<file path="config.mk">
export PLATFORM = sky130hd
export DESIGN_NAME = dm_access_ctrl
export DESIGN_NICKNAME = d
export VERILOG_FILES = /design/src/rtl/dm_access_ctrl.sv
export SDC_FILE = /design/constraint.sdc
export NUM_CORES = 1
export LEC_CHECK = 0
export ABC_AREA = 1
export BUFFER_PORTS_ARGS = -buffer_cell sky130_fd_sc_hd__buf_2
export CAP_MARGIN = 40
export CORE_UTILIZATION = 51
export DETAILED_ROUTE_END_ITERATION = 8
export GPL_TIMING_DRIVEN = 1
export MAX_ROUTING_LAYER = met4
export PLACE_DENSITY_LB_ADDON = 0.1
export SLEW_MARGIN = 20
export SYNTH_ARGS = -nofsm -noshare
export SYNTH_HDL_FRONTEND = slang
export SYNTH_SLANG_ARGS = --single-unit
</file>
<file path="constraint.sdc">
create_clock -name clk -period 3.06 [get_ports clk]
set_clock_uncertainty 0.05 [all_clocks]
set_input_delay 0.765 -clock clk [delete_from_list [all_inputs] [get_ports clk]]
set_output_delay 0.765 -clock clk [all_outputs]
set_load 0.005 [all_outputs]
</file>
<file path="src/rtl/dm_access_ctrl.sv">
// Data-memory access stage: turns ID/EX load/store requests into a req/ack
// memory transaction, stalls the pipeline while busy and aborts hung accesses.
module dm_access_ctrl #(
  parameter int TIMEOUT_CYC = 64,
  parameter int ADDR_W      = 16
) (
  input  logic              clk,
  input  logic              rst_n,
  input  logic              dm_re_ID_EX,
  input  logic              dm_we_ID_EX,
  input  logic [ADDR_W-1:0] addr_ID_EX,
  input  logic [15:0]       wrt_data_ID_EX,
  input  logic              stall_in,
  input  logic              err_clr,
  output logic              mem_req,
  output logic              mem_we,
  output logic [ADDR_W-1:0] mem_addr,
  output logic [15:0]       mem_wdata,
  input  logic              mem_ack,
  input  logic [15:0]       mem_rdata,
  output logic [15:0]       dm_rd_data_EX_DM,
  output logic              dm_re_EX_DM,
  output logic              stall_DM,
  output logic              dm_err
);

  typedef enum logic {IDLE = 1'b0, BUSY = 1'b1} state_t;

  // Last counter value at which a missing ack becomes a timeout.
  localparam logic [7:0] TMO_LAST = 8'(TIMEOUT_CYC - 1);

  state_t            state, state_nxt;
  logic [7:0]        tmo_cnt, tmo_cnt_nxt;
  logic              accept, done, timeout;
  logic              req_nxt, we_nxt, rd_re_nxt, err_nxt;
  logic [ADDR_W-1:0] addr_nxt;
  logic [15:0]       wdata_nxt, rd_nxt;

  // Handshake: mem_req rises after the accepting edge and stays high, with
  // mem_we/mem_addr/mem_wdata frozen, until the edge that samples mem_ack=1
  // (or the timeout edge); mem_ack is a single-cycle pulse, ignored in IDLE.
  assign accept  = (state == IDLE) & (dm_re_ID_EX | dm_we_ID_EX) & ~stall_in;
  assign done    = (state == BUSY) & mem_ack;
  assign timeout = (state == BUSY) & ~mem_ack & (tmo_cnt == TMO_LAST);

  always_ff @(posedge clk or negedge rst_n) begin
    if (!rst_n) state <= IDLE;
    else        state <= state_nxt;
  end

  always_comb begin
    state_nxt = state;
    case (state)
      IDLE:    if (accept) state_nxt = BUSY;
      BUSY:    if (done || timeout) state_nxt = IDLE;
      default: state_nxt = IDLE;
    endcase
  end

  always_comb begin
    stall_DM    = (state == BUSY) & ~mem_ack;
    req_nxt     = mem_req;
    we_nxt      = mem_we;
    addr_nxt    = mem_addr;
    wdata_nxt   = mem_wdata;
    rd_nxt      = dm_rd_data_EX_DM;
    rd_re_nxt   = 1'b0;
    tmo_cnt_nxt = tmo_cnt;
    err_nxt     = err_clr ? 1'b0 : dm_err;
    if (accept) begin
      // A store wins over a simultaneous load.
      req_nxt     = 1'b1;
      we_nxt      = dm_we_ID_EX;
      addr_nxt    = addr_ID_EX;
      wdata_nxt   = wrt_data_ID_EX;
      tmo_cnt_nxt = 8'd0;
    end else if (done) begin
      req_nxt     = 1'b0;
      tmo_cnt_nxt = 8'd0;
      if (!mem_we) begin
        rd_nxt    = mem_rdata;
        rd_re_nxt = 1'b1;
      end
    end else if (timeout) begin
      // Aborted loads still hand writeback a deterministic zero.
      req_nxt     = 1'b0;
      tmo_cnt_nxt = 8'd0;
      err_nxt     = 1'b1;
      if (!mem_we) begin
        rd_nxt    = 16'h0000;
        rd_re_nxt = 1'b1;
      end
    end else if (state == BUSY) begin
      tmo_cnt_nxt = tmo_cnt + 8'd1;
    end
  end

  always_ff @(posedge clk or negedge rst_n) begin
    if (!rst_n) begin
      mem_req          <= 1'b0;
      mem_we           <= 1'b0;
      mem_addr         <= '0;
      mem_wdata        <= 16'h0000;
      dm_rd_data_EX_DM <= 16'h0000;
      dm_re_EX_DM      <= 1'b0;
      dm_err           <= 1'b0;
      tmo_cnt          <= 8'd0;
    end else begin
      mem_req          <= req_nxt;
      mem_we           <= we_nxt;
      mem_addr         <= addr_nxt;
      mem_wdata        <= wdata_nxt;
      dm_rd_data_EX_DM <= rd_nxt;
      dm_re_EX_DM      <= rd_re_nxt;
      dm_err           <= err_nxt;
      tmo_cnt          <= tmo_cnt_nxt;
    end
  end

endmodule

</file>
==> flow_metrics.tcl, run 1 <==
set metrics [dict create \
    status "finished clean" \
    synth-edff-count 0 \
    avgSynthCellArea_um2 11.11 \
    grt_usage_pct 21.18 \
    hold_buffers 0 \
    final_cells 412 \
    p_int_mw 2.144 \
    gp_congestion 0.7795 \
    layout-drive-gt1-share_pct 48.12 \
    start_util_pct 53.05 \
    overflow 0 \
    startpoint_type "input pin" \
    ant_nets 0 \
    synth_ff_type "dfrtp_1" \
    yosysTopAreaCell "dfrtp_1" \
    syn-instance-count 227 \
    clockRootBuffer "clkbuf_8" \
    yosysMostFrequentCell "dfrtp_1" \
    wl_per_cell_um 12.02 \
    synthTopCellsByArea "dfrtp_1, mux2_2, nand2_1" \
    cts.repair.resized 0 \
    clock_sinks 61 \
    tightestPinTransition_ps 495.0 \
    rrSetupSlack_ps 1490 \
    max_freq_mhz 500.8 \
    htreeDepth 3 \
    hold_slack_ps 273.2 \
    cts_tree "yes" \
    critical_path_class "input pin to primary output" \
    fin_crit_ps 1997 \
    min_path_type "input pin to asynchronous set/reset pin" \
    cts_setup_buffers 0 \
    powerDensity_nw_per_um2 931.2 \
    first_pass_iters 4 \
    ios 108 \
    seqCellArea_um2 1526 \
    clk-insertion-delay-late_ps 330 \
    clockBufferDepth 2 \
    maxCapViolations 0 \
    pre_cts_slack_ps 979.1 \
    antenna_cells 0 \
    synth_seq_area_share_pct 60.52 \
    die-area_um2 5231 \
    rsz0062_at_grt "false" \
    grt_pass1_wl_um 8017 \
    port_buffers 107 \
    antenna_found_initial 0 \
    synthTopCellsByCount "dfrtp_1, nand2_1, mux2_2" \
    drc_errors 0 \
    arrival_ps 1180 \
    setup_tns_ps 0 \
    n_fill_cell 382 \
    rows 25 \
    core_area_um2 4755 \
    p_clk_share_pct 23.7 \
    setup_ws_ps 1063 \
    grt_max_degree 41 \
    clkSlewWorstSetupHoldPaths_ps 70 \
    drt-initial-drc-count 98 \
    synthArstFlopShare_pct 100.0 \
    pwr-share-comb_pct 33.3 \
    leakage_nw 1.799 \
    p_seq_share_pct 42.9 \
    setup.worst_path.end_class "primary output" \
    power_switching_mw 0.9754 \
    yosys.area.top_type_share_pct 60.52 \
    place_hpwl_um 3470 \
    fin_crit_sh_pct 65.26 \
    required_ps 2240 \
    slew_headroom_pct 66.79 \
    tritoncts.num_buffers 9 \
    cp_max_fo 2 \
    final_util_pct 70.45 \
    die_height_um 72.33 \
    crit_buf_inv 4 \
    swShare_pct 31.27 \
    setup_violations 0 \
    fp.dieW_um 72.33 \
    ir_worst_vdd_mv 0.5105 \
    nets 396 \
    drv_slew 0 \
    via_per_inst 4.755 \
    vias 1959 \
    multi_input_area_um2 877.1 \
    synth_area_um2 2522 \
    dpl.cell_count 395 \
    synthToLayoutAreaGrowth_pct 32.79 \
    yosysUniqueCellTypes 20 \
    syn-num-nets 283 \
    critPathMaxStageDelay_ps 110 \
    hold_viol 0 \
    wirelength_um 4954 \
    cp_top_family "buffers and inverters" \
    path_cells "buf_2 -> inv_1 -> nand2_2 -> inv_1 -> buf_2" \
    synth-seq-cells 61 \
    grt_pass1_vias 1817 \
    critPathSlowestCell "buf_2" \
    synth_warnings 0 \
]
## cell usage in the layout, fill, tap and decap left out, drive strengths merged
cell type,n
a21oi,6
buf,110
bufinv,1
clkbuf,13
clkinv,2
clkinvlp,1
dfrtp,61
ha,1
inv,15
mux2,32
nand2,61
nand3,25
nand4,1
nor2,13
o21ai,2
xnor2,1
## flip-flops by register name, summed over array words and instances (netlist names)
register and cells:
dm_rd_data_EX_DM 16, mem_addr 16, mem_wdata 16, tmo_cnt 8, dm_err 1, dm_re_EX_DM 1, mem_req 1, mem_we 1
state 1
## power groups by stage
stage	combinational [mW]	clock [mW]	sequential, mW
2_1_floorplan	0.562	0	1.38
3_3_place_gp	1.04	0	1.34
3_5_place_dp	1.05	0	1.35
4_1_cts	1.05	0.755	1.34
5_1_grt	1.16	0.784	1.39
6_report	1.04	0.740	1.34
## cell families after synthesis
kind of cell             synth area share, %
flip-flops                             60.52
AND/OR/NAND/NOR                        17.61
adder cells (fa/ha/maj)               0.4960
AO/OA/AOI/OAI                          2.034
multiplexers                           14.29
XOR/XNOR                              0.3473
buffers and inverters                  4.712
## layout make-up
cell class                      count  share of cell area (%)
Clock buffer                       13                   5.043
Multi-Input combinational cell    142                   26.19
Tap cell                           67                   2.503
Inverter                           16                   1.793
Timing Repair Buffer              110                   17.63
Sequential cell                    61                   45.57
Clock inverter                      3                   1.270
## worst paths after layout
check	cells past startpoint	startpoint	endpoint
setup reg to reg	7	state$_DFF_PN0_	tmo_cnt[5]$_DFFE_PN0P_
min in group clk	2	dm_rd_data_EX_DM[11]$_DFFE_PN0P_	dm_rd_data_EX_DM[11]$_DFFE_PN0P_
max in group asynchronous	3	rst_n	dm_rd_data_EX_DM[13]$_DFFE_PN0P_
hold / removal	1	rst_n	mem_wdata[0]$_DFFE_PN0P_
hold reg to reg	2	dm_rd_data_EX_DM[11]$_DFFE_PN0P_	dm_rd_data_EX_DM[11]$_DFFE_PN0P_
setup / recovery	5	mem_ack	stall_DM
## per-stage QoR
step	cell area (um^2)	total power, mW
2_1_floorplan	2522	1.944
3_3_place_gp	3110	2.377
3_5_place_dp	3110	2.400
4_1_cts	3322	3.146
5_1_grt	3349	3.340
6_report	3349	3.119
## per-layer routing
layer / wire length, um / part of all wire (%) / track usage [%] / up-vias
li1: - / - / - / 959
met1: 2176 / 44 / 25.60 / 916
met2: 2342 / 47 / 32.19 / 74
met3: 333 / 6.7 / 5.833 / 10
met4: 102 / 2.1 / 11.76 / 0
met5: 0 / 0 / - / -
(Power assumes the default switching activity.)
==> run 2: changes to the inputs <==
--- a/config.mk
+++ b/config.mk
@@ -8,7 +8,7 @@
 export ABC_AREA = 1
 export BUFFER_PORTS_ARGS = -buffer_cell sky130_fd_sc_hd__buf_2
 export CAP_MARGIN = 40
-export CORE_UTILIZATION = 51
+export CORE_UTILIZATION = 42
 export DETAILED_ROUTE_END_ITERATION = 8
 export GPL_TIMING_DRIVEN = 1
 export MAX_ROUTING_LAYER = met4
==> constraint.sdc (replaced) <==
create_clock -name clk -period 1.75 [get_ports clk]
set_clock_uncertainty 0.05 [all_clocks]
set_input_delay 0.4375 -clock clk [delete_from_list [all_inputs] [get_ports clk]]
set_output_delay 0.4375 -clock clk [all_outputs]
set_load 0.005 [all_outputs]
==> run 2 against run 1 <==
Against the previous run: routed wire length is 6.7% higher; non-clock buffer count is the same; highest routed layer unchanged; via count is 1.6% lower; final cell count is 1.2% higher; critical path type is now flip-flop to primary output; largest cell class unchanged; combinational power rose by 79%.
==> flow_metrics.tcl, run 2 (synthesis results as in run 1) <==
set metrics [dict create \
    status "finished clean" \
    setup_tns_ps 0 \
    clockBufferDepth 2 \
    setup_ws_ps 180.9 \
    cp_num_cells 3 \
    drt-initial-drc-count 98 \
    leakage_nw 1.807 \
    crit_buf_inv 2 \
    start_util_pct 44.71 \
    ant_nets 0 \
    reg2regPathDepth 8 \
    tightestPinTransition_ps 454.2 \
    cts_setup_buffers 0 \
    clockRootBuffer "clkbuf_8" \
    grt_max_degree 62 \
    dpl_cell_area_um2 3137 \
    drc_errors 0 \
    wl_per_cell_um 12.68 \
    startpoint_type "flip-flop" \
    core_area_um2 5642 \
    dpl.cell_count 401 \
    die-area_um2 6319 \
    cts_tree "yes" \
    layout-drive-gt1-share_pct 48.12 \
    required_ps 1260 \
    final_cells 417 \
    fp.dieW_um 79.50 \
    arrival_ps 1080 \
    fin_area_um2 3362 \
    synthToLayoutAreaGrowth_pct 33.28 \
    final_common_cell "buf_2" \
    overflow 0 \
    powerDensity_nw_per_um2 1670 \
    ios 108 \
    rsz0062_at_grt "false" \
    swShare_pct 30.98 \
    tritoncts.num_buffers 9 \
    place_hpwl_um 3758 \
    fin_crit_sh_pct 89.67 \
    clk-insertion-delay-late_ps 330 \
    hold_slack_ps 65.19 \
    path_cells "nand2_2 -> inv_1 -> buf_2" \
    p_int_mw 3.876 \
    p_clk_share_pct 24.9 \
    critical_path_class "flip-flop to primary output" \
    setup.worst_path.end_class "primary output" \
    n_fill_cell 527 \
    via_per_inst 4.624 \
    grt_pass1_vias 1828 \
    gp_congestion 0.7817 \
    grt_pass1_wl_um 8500 \
    power_switching_mw 1.740 \
    grt_usage_pct 18.37 \
    first_pass_iters 4 \
    min_path_type "input pin to asynchronous set/reset pin" \
    max_freq_mhz 637.3 \
    ir_worst_vdd_mv 0.6937 \
    drv_slew 0 \
    rows 27 \
    reg_top3 "dm_rd_data_EX_DM x16, mem_addr x16, mem_wdata x16" \
    maxCapViolations 0 \
    critPathMaxStageDelay_ps 440 \
    cp_max_fo 5 \
    antenna_cells 0 \
    final_cell_mix "buf_2, dfrtp_1, nand2_1, mux2_2, nand3_1" \
    vias 1928 \
    antenna_found_initial 0 \
    die_height_um 79.50 \
    cp_top_family "flip-flops" \
    hold_buffers 0 \
    setup_violations 0 \
    nets 396 \
    wirelength_um 5288 \
    htreeDepth 3 \
    pwr-share-comb_pct 33.1 \
    clkSlewWorstSetupHoldPaths_ps 70 \
    slew_headroom_pct 69.69 \
    fin_crit_ps 1569 \
    p_seq_share_pct 42.0 \
    cts.repair.resized 0 \
    port_buffers 107 \
    hold_viol 0 \
    clock_sinks 61 \
    pre_cts_slack_ps 191.4 \
    critPathSlowestCell "dfrtp_1" \
]
[run 2: cell types whose count changed in the layout (fill, tap and decap cells not counted), sizes merged]
cell / change
clkinv: +1
clkinvlp: -1
clkbuf: -1
bufinv: +1
[run 2: worst paths after layout]
| path | start | end | slack [ps] |
|---|---|---|---|
| setup / recovery | state$_DFF_PN0_ | stall_DM | 180 |
| hold / removal | rst_n | tmo_cnt[7]$_DFFE_PN0P_ | 70 |
| setup reg to reg | tmo_cnt[0]$_DFFE_PN0P_ | dm_rd_data_EX_DM[14]$_DFFE_PN0P_ | 250 |
| hold reg to reg | dm_rd_data_EX_DM[4]$_DFFE_PN0P_ | dm_rd_data_EX_DM[4]$_DFFE_PN0P_ | 410 |
| max in group asynchronous | rst_n | dm_rd_data_EX_DM[12]$_DFFE_PN0P_ | 1330 |
| min in group clk | err_clr | dm_err$_DFF_PN0_ | 250 |
[run 2: per-layer routing]
metal | track usage (%) | up-vias | wire length, um | share of wire [%]
met2 | 26.32 | 70 | 2374 | 45
met5 | - | - | 0 | 0
met1 | 24.31 | 890 | 2516 | 48
li1 | - | 959 | - | -
met3 | 4.686 | 9 | 310 | 5.9
met4 | 8.727 | 0 | 86 | 1.6
[run 2: cell type report]
type / count / area (um^2) / share of cell area (%)
clock buffers: 12 / 155.1 / 4.615
clock inverters: 4 / 70.07 / 2.084
flip-flops and latches: 61 / 1526 / 45.40
multi-input cells: 142 / 877.1 / 26.09
well taps: 72 / 90.09 / 2.680
repair buffers: 110 / 583.1 / 17.34
inverters: 16 / 60.06 / 1.786
[run 2: power by group through the flow]
| stage | logic [mW] | registers (mW) | clock network, mW |
|---|---|---|---|
| 2_1_floorplan | 0.982 | 2.42 | 0 |
| 3_3_place_gp | 1.86 | 2.37 | 0 |
| 3_5_place_dp | 1.90 | 2.38 | 0 |
| 4_1_cts | 1.90 | 2.36 | 1.43 |
| 5_1_grt | 2.09 | 2.45 | 1.50 |
| 6_report | 1.86 | 2.36 | 1.40 |
[run 2: metrics by stage]
step / power (mW) / util, %
CTS: 5.694 / 59.59
detailed placement: 4.279 / 55.60
finish: 5.615 / 59.59
floorplan: 3.400 / -
global placement: 4.224 / 55.60
global route: 6.038 / 59.59
